==> config.mk <==
export PLATFORM = sky130hd
export DESIGN_NAME = mc_ctrl_flat
export DESIGN_NICKNAME = d
export VERILOG_FILES = /design/src/rtl/mc_pkg.sv /design/src/rtl/mc_ctrl_if.sv /design/src/rtl/mc_ctrl_dec.sv /design/src/rtl/mc_ctrl.sv /design/src/flat_wrapper.sv
export SDC_FILE = /design/constraint.sdc
export NUM_CORES = 1
export LEC_CHECK = 0
export CORE_MARGIN = 4
export CORE_UTILIZATION = 45
export CTS_CLUSTER_SIZE = 16
export DETAILED_ROUTE_END_ITERATION = 6
export HOLD_SLACK_MARGIN = 0.12
export PLACE_DENSITY_LB_ADDON = 0.1
export SLEW_MARGIN = 10
export SYNTH_ARGS = -nofsm -noshare
export SYNTH_HDL_FRONTEND = slang
export SYNTH_HIERARCHICAL = 1
export SYNTH_SLANG_ARGS = --single-unit
==> constraint.sdc <==
create_clock -name clk -period 2.2 [get_ports clk]
set_input_delay 0.22 -clock clk [delete_from_list [all_inputs] [get_ports clk]]
set_output_delay 0.22 -clock clk [all_outputs]
set_load 0.02 [all_outputs]
==> src/rtl/mc_pkg.sv <==
`default_nettype none
// ============================================================================
// Module      : mc_pkg
// Description : Shared encodings for the multi-cycle MIPS control unit: ALU
//               operation codes, FSM states, instruction classes, datapath
//               mux selects and opcode/funct constants.
// Revision    : 1.0 - initial release
// ============================================================================
package mc_pkg;

    // ALU operation codes, shared with the ALU
    localparam logic [3:0] ALU_NOP = 4'd0;
    localparam logic [3:0] ALU_ADD = 4'd1;
    localparam logic [3:0] ALU_SUB = 4'd2;
    localparam logic [3:0] ALU_AND = 4'd3;
    localparam logic [3:0] ALU_OR  = 4'd4;
    localparam logic [3:0] ALU_XOR = 4'd5;
    localparam logic [3:0] ALU_SLL = 4'd6;
    localparam logic [3:0] ALU_SRL = 4'd7;
    localparam logic [3:0] ALU_SRA = 4'd8;
    localparam logic [3:0] ALU_LUI = 4'd9;

    // Controller states
    typedef enum logic [3:0] {
        S_FETCH     = 4'd0,
        S_DECODE    = 4'd1,
        S_MEM_ADDR  = 4'd2,
        S_MEM_READ  = 4'd3,
        S_MEM_WB    = 4'd4,
        S_MEM_WRITE = 4'd5,
        S_EXEC_R    = 4'd6,
        S_EXEC_I    = 4'd7,
        S_ALU_WB    = 4'd8,
        S_BRANCH    = 4'd9,
        S_JUMP      = 4'd10
    } state_t;

    // Instruction classes produced by the decoder
    typedef enum logic [2:0] {
        CLS_ILL = 3'd0,
        CLS_R   = 3'd1,
        CLS_I   = 3'd2,
        CLS_LW  = 3'd3,
        CLS_SW  = 3'd4,
        CLS_BEQ = 3'd5,
        CLS_BNE = 3'd6,
        CLS_J   = 3'd7
    } cls_t;

    // ALU operand A select
    localparam logic [1:0] SRC_A_PC    = 2'd0;
    localparam logic [1:0] SRC_A_RS    = 2'd1;
    localparam logic [1:0] SRC_A_SHAMT = 2'd2;

    // ALU operand B select
    localparam logic [2:0] SRC_B_RT       = 3'd0;
    localparam logic [2:0] SRC_B_FOUR     = 3'd1;
    localparam logic [2:0] SRC_B_SEXT     = 3'd2;
    localparam logic [2:0] SRC_B_ZEXT     = 3'd3;
    localparam logic [2:0] SRC_B_SEXT_SH2 = 3'd4;

    // PC source select
    localparam logic [1:0] PC_SRC_ALU    = 2'd0;
    localparam logic [1:0] PC_SRC_ALUOUT = 2'd1;
    localparam logic [1:0] PC_SRC_JUMP   = 2'd2;

    // Opcodes
    localparam logic [5:0] OP_RTYPE = 6'h00;
    localparam logic [5:0] OP_J     = 6'h02;
    localparam logic [5:0] OP_BEQ   = 6'h04;
    localparam logic [5:0] OP_BNE   = 6'h05;
    localparam logic [5:0] OP_ADDI  = 6'h08;
    localparam logic [5:0] OP_ADDIU = 6'h09;
    localparam logic [5:0] OP_ANDI  = 6'h0C;
    localparam logic [5:0] OP_ORI   = 6'h0D;
    localparam logic [5:0] OP_XORI  = 6'h0E;
    localparam logic [5:0] OP_LUI   = 6'h0F;
    localparam logic [5:0] OP_LW    = 6'h23;
    localparam logic [5:0] OP_SW    = 6'h2B;

    // R-type funct codes
    localparam logic [5:0] FN_SLL  = 6'h00;
    localparam logic [5:0] FN_SRL  = 6'h02;
    localparam logic [5:0] FN_SRA  = 6'h03;
    localparam logic [5:0] FN_ADD  = 6'h20;
    localparam logic [5:0] FN_ADDU = 6'h21;
    localparam logic [5:0] FN_SUB  = 6'h22;
    localparam logic [5:0] FN_SUBU = 6'h23;
    localparam logic [5:0] FN_AND  = 6'h24;
    localparam logic [5:0] FN_OR   = 6'h25;
    localparam logic [5:0] FN_XOR  = 6'h26;

    // Shift ops take operand A from the shamt field instead of rs
    function automatic logic is_shift(input logic [3:0] op);
        return (op == ALU_SLL) || (op == ALU_SRL) || (op == ALU_SRA);
    endfunction

endpackage
`default_nettype wire

==> src/rtl/mc_ctrl_if.sv <==
`default_nettype none
// ============================================================================
// Module      : mc_ctrl_if
// Description : Control bundle between the multi-cycle controller (master)
//               and the MIPS datapath / memory (slave).
// Revision    : 1.0 - initial release
// ============================================================================
interface mc_ctrl_if;
    logic [5:0] opcode;
    logic [5:0] funct;
    logic       zero;
    logic       mem_rdy;
    logic       mem_req;
    logic       mem_we;
    logic       iord;
    logic       ir_we;
    logic       pc_we;
    logic [1:0] pc_src;
    logic       rf_we;
    logic       reg_dst;
    logic       mem_to_reg;
    logic [1:0] alu_src_a;
    logic [2:0] alu_src_b;
    logic [3:0] alu_op;
    logic       illegal;

    modport master (
        input  opcode, funct, zero, mem_rdy,
        output mem_req, mem_we, iord, ir_we, pc_we, pc_src, rf_we, reg_dst,
               mem_to_reg, alu_src_a, alu_src_b, alu_op, illegal
    );

    modport slave (
        output opcode, funct, zero, mem_rdy,
        input  mem_req, mem_we, iord, ir_we, pc_we, pc_src, rf_we, reg_dst,
               mem_to_reg, alu_src_a, alu_src_b, alu_op, illegal
    );
endinterface
`default_nettype wire

==> src/rtl/mc_ctrl_dec.sv <==
`default_nettype none
// ============================================================================
// Module      : mc_ctrl_dec
// Description : Combinational instruction decoder. Maps opcode/funct to the
//               instruction class, the execute-stage ALU op and operand B
//               select, and a legal flag.
// Revision    : 1.0 - initial release
// ============================================================================
module mc_ctrl_dec
    import mc_pkg::*;
(
    input  wire logic [5:0] i_opcode,
    input  wire logic [5:0] i_funct,
    output cls_t            o_cls,
    output logic [3:0]      o_alu_op,
    output logic [2:0]      o_alu_src_b,
    output logic            o_legal
);

    // Opcode/funct lookup; anything unrecognised falls through as illegal
    always_comb begin
        o_cls       = CLS_ILL;
        o_alu_op    = ALU_NOP;
        o_alu_src_b = SRC_B_RT;
        o_legal     = 1'b1;
        case (i_opcode)
            OP_RTYPE: begin
                o_cls = CLS_R;
                case (i_funct)
                    FN_ADD, FN_ADDU: o_alu_op = ALU_ADD;
                    FN_SUB, FN_SUBU: o_alu_op = ALU_SUB;
                    FN_AND:          o_alu_op = ALU_AND;
                    FN_OR:           o_alu_op = ALU_OR;
                    FN_XOR:          o_alu_op = ALU_XOR;
                    FN_SLL:          o_alu_op = ALU_SLL;
                    FN_SRL:          o_alu_op = ALU_SRL;
                    FN_SRA:          o_alu_op = ALU_SRA;
                    default: begin
                        o_cls   = CLS_ILL;
                        o_legal = 1'b0;
                    end
                endcase
            end
            OP_ADDI, OP_ADDIU: begin
                o_cls       = CLS_I;
                o_alu_op    = ALU_ADD;
                o_alu_src_b = SRC_B_SEXT;
            end
            OP_ANDI: begin
                o_cls       = CLS_I;
                o_alu_op    = ALU_AND;
                o_alu_src_b = SRC_B_ZEXT;
            end
            OP_ORI: begin
                o_cls       = CLS_I;
                o_alu_op    = ALU_OR;
                o_alu_src_b = SRC_B_ZEXT;
            end
            OP_XORI: begin
                o_cls       = CLS_I;
                o_alu_op    = ALU_XOR;
                o_alu_src_b = SRC_B_ZEXT;
            end
            OP_LUI: begin
                o_cls       = CLS_I;
                o_alu_op    = ALU_LUI;
                o_alu_src_b = SRC_B_ZEXT;
            end
            OP_LW:  o_cls = CLS_LW;
            OP_SW:  o_cls = CLS_SW;
            OP_BEQ: o_cls = CLS_BEQ;
            OP_BNE: o_cls = CLS_BNE;
            OP_J:   o_cls = CLS_J;
            default: o_legal = 1'b0;
        endcase
    end

endmodule
`default_nettype wire

==> src/rtl/mc_ctrl.sv <==
`default_nettype none
// ============================================================================
// Module      : mc_ctrl
// Description : Multi-cycle MIPS control unit. Sequences each instruction
//               through fetch/decode/execute/memory/writeback and drives
//               the datapath selects, write enables and ALU op code.
// Revision    : 1.0 - initial release
// ============================================================================
module mc_ctrl
    import mc_pkg::*;
(
    input  wire logic   clk,
    input  wire logic   rst,
    mc_ctrl_if.master   ctl
);

    state_t     r_state;
    state_t     w_next;
    cls_t       w_cls;
    logic [3:0] w_dec_op;
    logic [2:0] w_dec_src_b;
    logic       w_legal;

    logic       w_mem_req;
    logic       w_mem_we;
    logic       w_iord;
    logic       w_ir_we;
    logic       w_pc_we;
    logic [1:0] w_pc_src;
    logic       w_rf_we;
    logic       w_reg_dst;
    logic       w_mem_to_reg;
    logic [1:0] w_alu_src_a;
    logic [2:0] w_alu_src_b;
    logic [3:0] w_alu_op;
    logic       w_illegal;

    mc_ctrl_dec u_dec (
        .i_opcode    (ctl.opcode),
        .i_funct     (ctl.funct),
        .o_cls       (w_cls),
        .o_alu_op    (w_dec_op),
        .o_alu_src_b (w_dec_src_b),
        .o_legal     (w_legal)
    );

    // State register; reset returns to FETCH immediately, even mid-stall
    always_ff @(posedge clk or posedge rst) begin
        if (rst) r_state <= S_FETCH;
        else     r_state <= w_next;
    end

    // Next-state selection; memory states hold until mem_rdy
    always_comb begin
        w_next = r_state;
        case (r_state)
            S_FETCH:     w_next = ctl.mem_rdy ? S_DECODE : S_FETCH;
            S_DECODE: begin
                case (w_cls)
                    CLS_R:           w_next = S_EXEC_R;
                    CLS_I:           w_next = S_EXEC_I;
                    CLS_LW, CLS_SW:  w_next = S_MEM_ADDR;
                    CLS_BEQ, CLS_BNE: w_next = S_BRANCH;
                    CLS_J:           w_next = S_JUMP;
                    default:         w_next = S_FETCH;
                endcase
            end
            S_MEM_ADDR:  w_next = (w_cls == CLS_SW) ? S_MEM_WRITE :
                                  (w_cls == CLS_LW) ? S_MEM_READ  : S_FETCH;
            S_MEM_READ:  w_next = ctl.mem_rdy ? S_MEM_WB : S_MEM_READ;
            S_MEM_WRITE: w_next = ctl.mem_rdy ? S_FETCH  : S_MEM_WRITE;
            S_MEM_WB:    w_next = S_FETCH;
            S_EXEC_R:    w_next = S_ALU_WB;
            S_EXEC_I:    w_next = S_ALU_WB;
            S_ALU_WB:    w_next = S_FETCH;
            S_BRANCH:    w_next = S_FETCH;
            S_JUMP:      w_next = S_FETCH;
            default:     w_next = S_FETCH;
        endcase
    end

    // Per-state datapath controls; everything not named for a state is 0
    always_comb begin
        w_mem_req    = 1'b0;
        w_mem_we     = 1'b0;
        w_iord       = 1'b0;
        w_ir_we      = 1'b0;
        w_pc_we      = 1'b0;
        w_pc_src     = PC_SRC_ALU;
        w_rf_we      = 1'b0;
        w_reg_dst    = 1'b0;
        w_mem_to_reg = 1'b0;
        w_alu_src_a  = SRC_A_PC;
        w_alu_src_b  = SRC_B_RT;
        w_alu_op     = ALU_NOP;
        w_illegal    = 1'b0;
        case (r_state)
            S_FETCH: begin
                w_mem_req   = 1'b1;
                w_alu_src_b = SRC_B_FOUR;
                w_alu_op    = ALU_ADD;
                w_ir_we     = ctl.mem_rdy;
                w_pc_we     = ctl.mem_rdy;
            end
            S_DECODE: begin
                // Speculatively compute the branch target into ALUOut
                w_alu_src_b = SRC_B_SEXT_SH2;
                w_alu_op    = ALU_ADD;
                w_illegal   = ~w_legal;
            end
            S_EXEC_R: begin
                w_alu_src_a = is_shift(w_dec_op) ? SRC_A_SHAMT : SRC_A_RS;
                w_alu_src_b = SRC_B_RT;
                w_alu_op    = w_dec_op;
            end
            S_EXEC_I: begin
                w_alu_src_a = SRC_A_RS;
                w_alu_src_b = w_dec_src_b;
                w_alu_op    = w_dec_op;
            end
            S_ALU_WB: begin
                w_rf_we   = 1'b1;
                w_reg_dst = (w_cls == CLS_R);
            end
            S_MEM_ADDR: begin
                w_alu_src_a = SRC_A_RS;
                w_alu_src_b = SRC_B_SEXT;
                w_alu_op    = ALU_ADD;
            end
            S_MEM_READ: begin
                w_mem_req = 1'b1;
                w_iord    = 1'b1;
            end
            S_MEM_WRITE: begin
                w_mem_req = 1'b1;
                w_mem_we  = 1'b1;
                w_iord    = 1'b1;
            end
            S_MEM_WB: begin
                w_rf_we      = 1'b1;
                w_mem_to_reg = 1'b1;
            end
            S_BRANCH: begin
                w_alu_src_a = SRC_A_RS;
                w_alu_src_b = SRC_B_RT;
                w_alu_op    = ALU_SUB;
                w_pc_src    = PC_SRC_ALUOUT;
                w_pc_we     = (w_cls == CLS_BNE) ? ~ctl.zero : ctl.zero;
            end
            S_JUMP: begin
                w_pc_src = PC_SRC_JUMP;
                w_pc_we  = 1'b1;
            end
            default: ;
        endcase
    end

    // Write enables are suppressed for the whole time reset is held
    assign ctl.mem_req    = w_mem_req;
    assign ctl.mem_we     = w_mem_we & ~rst;
    assign ctl.iord       = w_iord;
    assign ctl.ir_we      = w_ir_we & ~rst;
    assign ctl.pc_we      = w_pc_we & ~rst;
    assign ctl.pc_src     = w_pc_src;
    assign ctl.rf_we      = w_rf_we & ~rst;
    assign ctl.reg_dst    = w_reg_dst;
    assign ctl.mem_to_reg = w_mem_to_reg;
    assign ctl.alu_src_a  = w_alu_src_a;
    assign ctl.alu_src_b  = w_alu_src_b;
    assign ctl.alu_op     = w_alu_op;
    assign ctl.illegal    = w_illegal;

endmodule
`default_nettype wire
==> src/flat_wrapper.sv <==
// flat-port wrapper written by rule: the top's interface ports become plain ports
module mc_ctrl_flat import mc_pkg::*;
  (clk, rst, ctl_opcode, ctl_funct, ctl_zero, ctl_mem_rdy, ctl_mem_req, ctl_mem_we, ctl_iord, ctl_ir_we, ctl_pc_we, ctl_pc_src, ctl_rf_we, ctl_reg_dst, ctl_mem_to_reg, ctl_alu_src_a, ctl_alu_src_b, ctl_alu_op, ctl_illegal);
  mc_ctrl_if ctl_i ();
  input  wire logic clk;
  input  wire logic rst;
  input wire logic [$bits(ctl_i.opcode)-1:0] ctl_opcode;
  input wire logic [$bits(ctl_i.funct)-1:0] ctl_funct;
  input wire logic [$bits(ctl_i.zero)-1:0] ctl_zero;
  input wire logic [$bits(ctl_i.mem_rdy)-1:0] ctl_mem_rdy;
  output wire logic [$bits(ctl_i.mem_req)-1:0] ctl_mem_req;
  output wire logic [$bits(ctl_i.mem_we)-1:0] ctl_mem_we;
  output wire logic [$bits(ctl_i.iord)-1:0] ctl_iord;
  output wire logic [$bits(ctl_i.ir_we)-1:0] ctl_ir_we;
  output wire logic [$bits(ctl_i.pc_we)-1:0] ctl_pc_we;
  output wire logic [$bits(ctl_i.pc_src)-1:0] ctl_pc_src;
  output wire logic [$bits(ctl_i.rf_we)-1:0] ctl_rf_we;
  output wire logic [$bits(ctl_i.reg_dst)-1:0] ctl_reg_dst;
  output wire logic [$bits(ctl_i.mem_to_reg)-1:0] ctl_mem_to_reg;
  output wire logic [$bits(ctl_i.alu_src_a)-1:0] ctl_alu_src_a;
  output wire logic [$bits(ctl_i.alu_src_b)-1:0] ctl_alu_src_b;
  output wire logic [$bits(ctl_i.alu_op)-1:0] ctl_alu_op;
  output wire logic [$bits(ctl_i.illegal)-1:0] ctl_illegal;
  assign ctl_i.opcode = ctl_opcode;
  assign ctl_i.funct = ctl_funct;
  assign ctl_i.zero = ctl_zero;
  assign ctl_i.mem_rdy = ctl_mem_rdy;
  assign ctl_mem_req = ctl_i.mem_req;
  assign ctl_mem_we = ctl_i.mem_we;
  assign ctl_iord = ctl_i.iord;
  assign ctl_ir_we = ctl_i.ir_we;
  assign ctl_pc_we = ctl_i.pc_we;
  assign ctl_pc_src = ctl_i.pc_src;
  assign ctl_rf_we = ctl_i.rf_we;
  assign ctl_reg_dst = ctl_i.reg_dst;
  assign ctl_mem_to_reg = ctl_i.mem_to_reg;
  assign ctl_alu_src_a = ctl_i.alu_src_a;
  assign ctl_alu_src_b = ctl_i.alu_src_b;
  assign ctl_alu_op = ctl_i.alu_op;
  assign ctl_illegal = ctl_i.illegal;
  mc_ctrl u_core (.clk(clk), .rst(rst), .ctl(ctl_i));
endmodule
-- Word-level counts from Yosys, hierarchy flattened
Cells that the tools add are included.
- multiplexer cells: 29
- reductions and logical operators: 20
- equal/unequal tests: 40
- bitwise gates (word level): 7
- operators with widths (operator ; count):
    == test 6 bit (second input constant) ; 9
    case mux 4 bit (6 select lines) ; 2
    == test 6 x 4 -> 1 bit (second input constant) ; 6
    case mux 4 bit (8 select lines) ; 1
    == test 4 x 3 -> 1 bit (second input constant) ; 6
    case mux 3 bit (7 select lines) ; 1
    case mux 4 bit (5 select lines) ; 1
    == test 6 x 2 -> 1 bit (second input constant) ; 3
    == test 4 bit (second input constant) ; 4
    OR reduction 2 bit ; 8
    == test 3 bit (second input constant) ; 4
    == test 6 x 3 -> 1 bit (second input constant) ; 2
    zero test 6 bit ; 2
    2-to-1 mux 1 bit ; 12
    case mux 2 bit (2 select lines) ; 3
    case mux 3 bit (4 select lines) ; 1
    case mux 4 bit (3 select lines) ; 1
    OR reduction 11 bit ; 1
    OR reduction 10 bit ; 1
    OR reduction 3 bit ; 3
    == test 4 x 2 -> 1 bit (second input constant) ; 2
    == test 3 x 2 -> 1 bit (second input constant) ; 2
    2-to-1 mux 3 bit ; 2
    OR reduction 6 bit ; 1
    11 further kinds ; 18
- output and inout bits: 20
- register bits: 4
- input bits: 16
- logic and storage cells: 97

-- Logic depth before layout (Yosys ltp)
- word-level depth: 9
- mapped depth: 8
- depth with buffers taken out: 6

-- Hierarchy
The synthesis kept the hierarchy.
- modules (own cells, without submodules) (module ; sequential area each (sq um) ; cells each ; area each (sq um) ; times used):
    mc_ctrl ; 100.1 ; 86 ; 615.6 ; 1
    mc_ctrl_dec ; 0.0 ; 60 ; 421.7 ; 1

-- Worst setup path after synthesis
OpenSTA, ideal clock, no wires.
- path kind: input -> output
- start point: input ctl_opcode[3]
- end point: output ctl_pc_we
- data required time: 1.980 ns
- setup slack: -0.318 ns
- arrival time: 2.298 ns
- buffers on the path: 2
- cell stages on the path: 8
- cells stage by stage: clkbuf_1 nor4b_2 a2111oi_0 nor3_1 buf_4 nand3b_1 or4b_1 a311oi_1
- cells in the longest elaborated chain, start to end: 7
- elaborated cells on any way between the ends: 18
- classes of those cells: eq/ne: 12; mux: 3; bitwise: 1; reduce/logical: 2
- RTL lines (item ; line ; RTL):
    from (decl) ; flat_wrapper.sv:7 ; input wire logic [$bits(ctl_i.opcode)-1:0] ctl_opcode;
    == test 6 x 4 -> 1 bit ; mc_ctrl_dec.sv:26 ; case (i_opcode)
    OR reduction 6 bit (no line) ; - ;
    case mux 3 bit (7 select lines) (*) ; mc_ctrl_dec.sv:26 ;
    via u_core.w_cls[1] ; mc_ctrl.sv:19 ; cls_t w_cls;
    == test 3 bit (*) ; mc_ctrl.sv:148 ; w_pc_we = (w_cls == CLS_BNE) ? ~ctl.zero : ctl.zero;
    2-to-1 mux 1 bit (*) ; mc_ctrl.sv:148 ;
    case mux 1 bit (3 select lines) (*) ; mc_ctrl.sv:97 ; case (r_state)
    bitwise AND 1 bit (*) ; mc_ctrl.sv:163 ; assign ctl.pc_we = w_pc_we & ~rst;
    to (decl) ; flat_wrapper.sv:15 ; output wire logic [$bits(ctl_i.pc_we)-1:0] ctl_pc_we;
The timed path passes the listed nets; every way through them passes the cells marked *.

-- Worst setup path after layout
- start point: input ctl_opcode[0]
- end point: output ctl_alu_src_a[0]
- cells in the longest elaborated chain, start to end: 8
- elaborated cells on any way between the ends: 16
- classes of those cells: eq/ne: 9; mux: 3; reduce/logical: 4
- RTL lines (item ; line ; RTL):
    == test 6 x 4 -> 1 bit ; mc_ctrl_dec.sv:26 ;
    OR reduction 2 bit ; - ;
    case mux 4 bit (6 select lines) (*) ; mc_ctrl_dec.sv:26 ;
    via u_core.w_dec_op[2] ; mc_ctrl.sv:20 ; logic [3:0] w_dec_op;
    == test 4 x 3 -> 1 bit ; mc_pkg.sv:95 ; return (op == ALU_SLL) || (op == ALU_SRL) || (op == ALU_SRA);
    logical OR 1 bit ; mc_pkg.sv:95 ;
    logical OR 1 bit (*) ; mc_pkg.sv:95 ;
    2-to-1 mux 2 bit (*) ; mc_ctrl.sv:112 ; w_alu_src_a = is_shift(w_dec_op) ? SRC_A_SHAMT : SRC_A_RS;
    case mux 2 bit (2 select lines) (*) ; mc_ctrl.sv:97 ;
    to (decl) ; flat_wrapper.sv:20 ; output wire logic [$bits(ctl_i.alu_src_a)-1:0] ctl_alu_src_a;
Marked as above.

==> metrics.md <==
| Metric | Value |
|---|---|
| Startpoint Class | input port |
| Clk sink count | 4 |
| Critical Path Sink Type | primary output |
| Compound-Gate Fraction of Synth Area | 25.2% |
| Routed WL | 5500 microns |
| RSZ-0062 raised after global routing | yes |
| Peak supply drop | 0.637 mV |
| Via count | 1,665 |
| Final Cycle Share | 107% |
| Most used cell, CP | buf_6 |
| Die X | 56.0 microns |
| Die ar. | 3140 sq um |
| Leak pwr | 0.905 nW |
| Routed WL per cell | 21.6 microns |
| Total GRT Usage | 29.1% |
| Max-capacitance violation count | 0 |
| Seq/Total Area, Yosys | 9.65% |
| Status | finished, violations left |
| Final worst slack | -150 ps |
| Top flop regs | u_core/r_state x4 |
| Failing checks | negative setup slack |
| Syn nets | 162 |
| Asr flop ratio synth | 100% |
| Syn. warnings | 6 |
| H-tree depth | 1 |
| Crit path from | ctl_opcode[0] |
| Post-DP HPWL | 2740 microns |
| Starting Density | 46.9% |
| Post-Syn Instances | 146 |
| Fin. max-slew vios | 0 |
| Slowest stage delay, CP | 300 ps |
| Inst Count DP | 233 |
| Setup CP Type | input port to primary output |
| Fin. Hold Viols | 0 |
| Ys flop type | dfrtp_1 |
| Top achievable clock speed | 0.426 GHz |
| EDFF count, synth | 0 |
| Total power | 1.08 mW |
| Cell Count, Final, Fillers Out | 255 |
| Worst Reg-to-Reg Cells | 4 |
| DRT iter0 DRCs | 111 |
| Post-DRT Antenna Nets | 0 |
| Via-to-Cell Ratio | 6.53 |
| 1st-pass router iterations | 5 |
| Area share of the largest cell type after synthesis | 9.65% |
| FF-to-FF Start | u_core/r_state[3]$_DFF_PP0_ |
| CTS root buffer | clkbuf_4 |
| Hold-fix buffers, CTS | 0 |
| Worst min-delay path class | input port to async pin |
| R2R setup slack | 630 ps |
| Biggest register | u_core/r_state |
| Synth Area in XOR/XNOR | 4.22% |
| Largest family of logic cells by synthesized area | simple AND/OR/NAND/NOR gates |
| Clock Tree Buf Depth | 2 |
| Post-synthesis mux area share | 0% |
| Max reg flops | 4 |
| Largest net degree at the start of global routing | 18 |
| TritonCTS clock tree | yes |
| Worst EP required | 1980 ps |
| First-pass GRT wire length | 7310 microns |
| Synthesized flop and latch total | 4 |
| Fin crit period | 2350 ps |
| Drt drc | 0 |
| Yosys top cell by area | dfrtp_1 |
| Synth Area in Simple Gates | 49.8% |
| Number of global-route vias before repair | 1,483 |
| Synth cell types | 56 |
| CP max FO | 5 |
| Synth area leaders | dfrtp_1 9.7%, nand2b_1 4.8%, nor2_1 4.3%, a21oi_1 3.4%, and3b_1 3.4% |
| Reg clk slew, reported paths | 30 ps |
| Clock Latency Late Sink | 240 ps |
| I/O pins | 36 |
| # fillers | 93 |
| Mapped Area | 1040 sq um |
| Critical path's slowest cell | nor4_4 |
| GRT overflow | 0 |
| CP arrival | 2130 ps |
| Core Box Area | 2210 sq um |
| Row count | 17 |
| Initial antenna violation count | 0 |
| Final #Nets | 245 |
| Proportion of layout cells with a drive suffix above 1 | 47.6% |
| Chip Height | 56.0 microns |
| Clk_skew | 1.90 ps |
| Final Wtd Congestion | 0.851 |
| IO buf count | 35 |
| P per Cell Area | 535 nW/um^2 |
| Post-Synth Adder-Cell Area | 0% |
| Area grow syn2layout | 94.0% |
| Final setup viols | 3 |
| Hold Slack | 444 ps |
| CP Cell Sequence | buf_8, buf_6, nor4_4, nand3_4, buf_6, o32ai_4, and3b_2, o21ai_1, a22o_1, buf_6 |
| CTS buffer count | 3 |
| FF-to-FF End | u_core/r_state[2]$_DFF_PP0_ |
| Antenna cells | 0 |
| Mapped Avg Cell Area | 7.10 sq um |
-- power by group --
| part | internal [mW] | switching (mW) | leakage [nW] |
|---|---|---|---|
| clock network | 0.0609 | 0.0286 | 0.0138 |
| registers | 0.0925 | 0.0239 | 0.0537 |
| logic | 0.386 | 0.483 | 0.838 |
| total | 0.540 | 0.536 | 0.905 |
-- synthesized netlist by cell type, drive strengths merged, types with 2 or more instances --
cell type	n
a2111oi	3
a21oi	7
a31oi	2
and3	3
and3b	5
buf	9
clkbuf	5
dfrtp	4
inv	5
nand2	6
nand2b	8
nand3	7
nand3b	2
nand4	3
nor2	13
nor2b	5
nor3	7
nor3b	4
nor4	2
nor4b	2
o21ai	6
o22ai	2
o32ai	4
or2	3
or3	2
or4b	2
xnor2	3
xor2	2
-- placed cells by master (no fill, tap or decap), types with 4 or more instances in the layout --
cell             instances
o21ai_0                  4
nor2_1                   9
inv_1                    5
nor2b_1                  5
nand2b_1                 8
nand2_1                  6
clkdlybuf4s50_1          9
buf_4                   54
a21oi_1                  5
dfrtp_1                  4
nand3_1                  5
buf_2                    4
dlygate4sd2_1            8
buf_6                    8
dlymetal6s2s_1           4
-- cells by family (layout without fill, tap and decap cells) --
family | Yosys count | count (layout)
and+or+nand+nor | 80 | 80
buffers and inverters | 19 | 100
AOI/OAI and AO/OA | 37 | 37
xor gates and xnor gates | 5 | 5
other | 1 | 1
DFF | 4 | 4
-- worst max-delay path by stage --
stage                        to  slack [ps]
6_report       ctl_alu_src_a[0]        -150
5_1_grt        ctl_alu_src_a[0]        -200
4_1_cts               ctl_pc_we        -130
3_5_place_dp          ctl_pc_we       -1000
3_3_place_gp          ctl_pc_we        -940
2_1_floorplan         ctl_pc_we           4
-- metal layers --
layer	track usage, %	vias to the layer above	share of wire (%)
met1	33.2	760	35
met3	4.64	49	10
met5	0	-	0
met4	19.3	0	8.3
li1	-	719	-
met2	49.1	137	46
-- final cells by class --
cell class                 instances  area, sq um  share of cell area, %
tap                               28         35.0                   1.74
sequential                         4          100                   4.98
timing repair buffer              92          766                   38.1
clock buffer                       3         22.5                   1.12
inverter                           5         18.8                  0.933
multi-input combinational        123         1070                   53.2
-- through the flow --
step           instance area [sq um]  setup WS, ps  TNS (ps)  utilization (%)
2_1_floorplan                   1080          4.07         0                -
3_3_place_gp                    1650          -944     -7130             74.8
3_5_place_dp                    1650          -995     -7550             74.8
4_1_cts                         1850          -131      -158             83.6
5_1_grt                         2010          -200      -728             91.0
6_report                        2010          -150      -341             91.0
-- repair_timing --
item                       4_1_cts  5_1_grt
buffers inserted                11        9
resized for setup               86       33
setup endpoints to repair       14       13
pin swaps                       19       15
-- critical path, delay by kind of cell --
kind	cells	cell delay (ps)
AND/OR/NAND/NOR	3	720
AO/OA/AOI/OAI	3	670
buffers and inverters	4	520
Power figures use the tool's default switching activity.
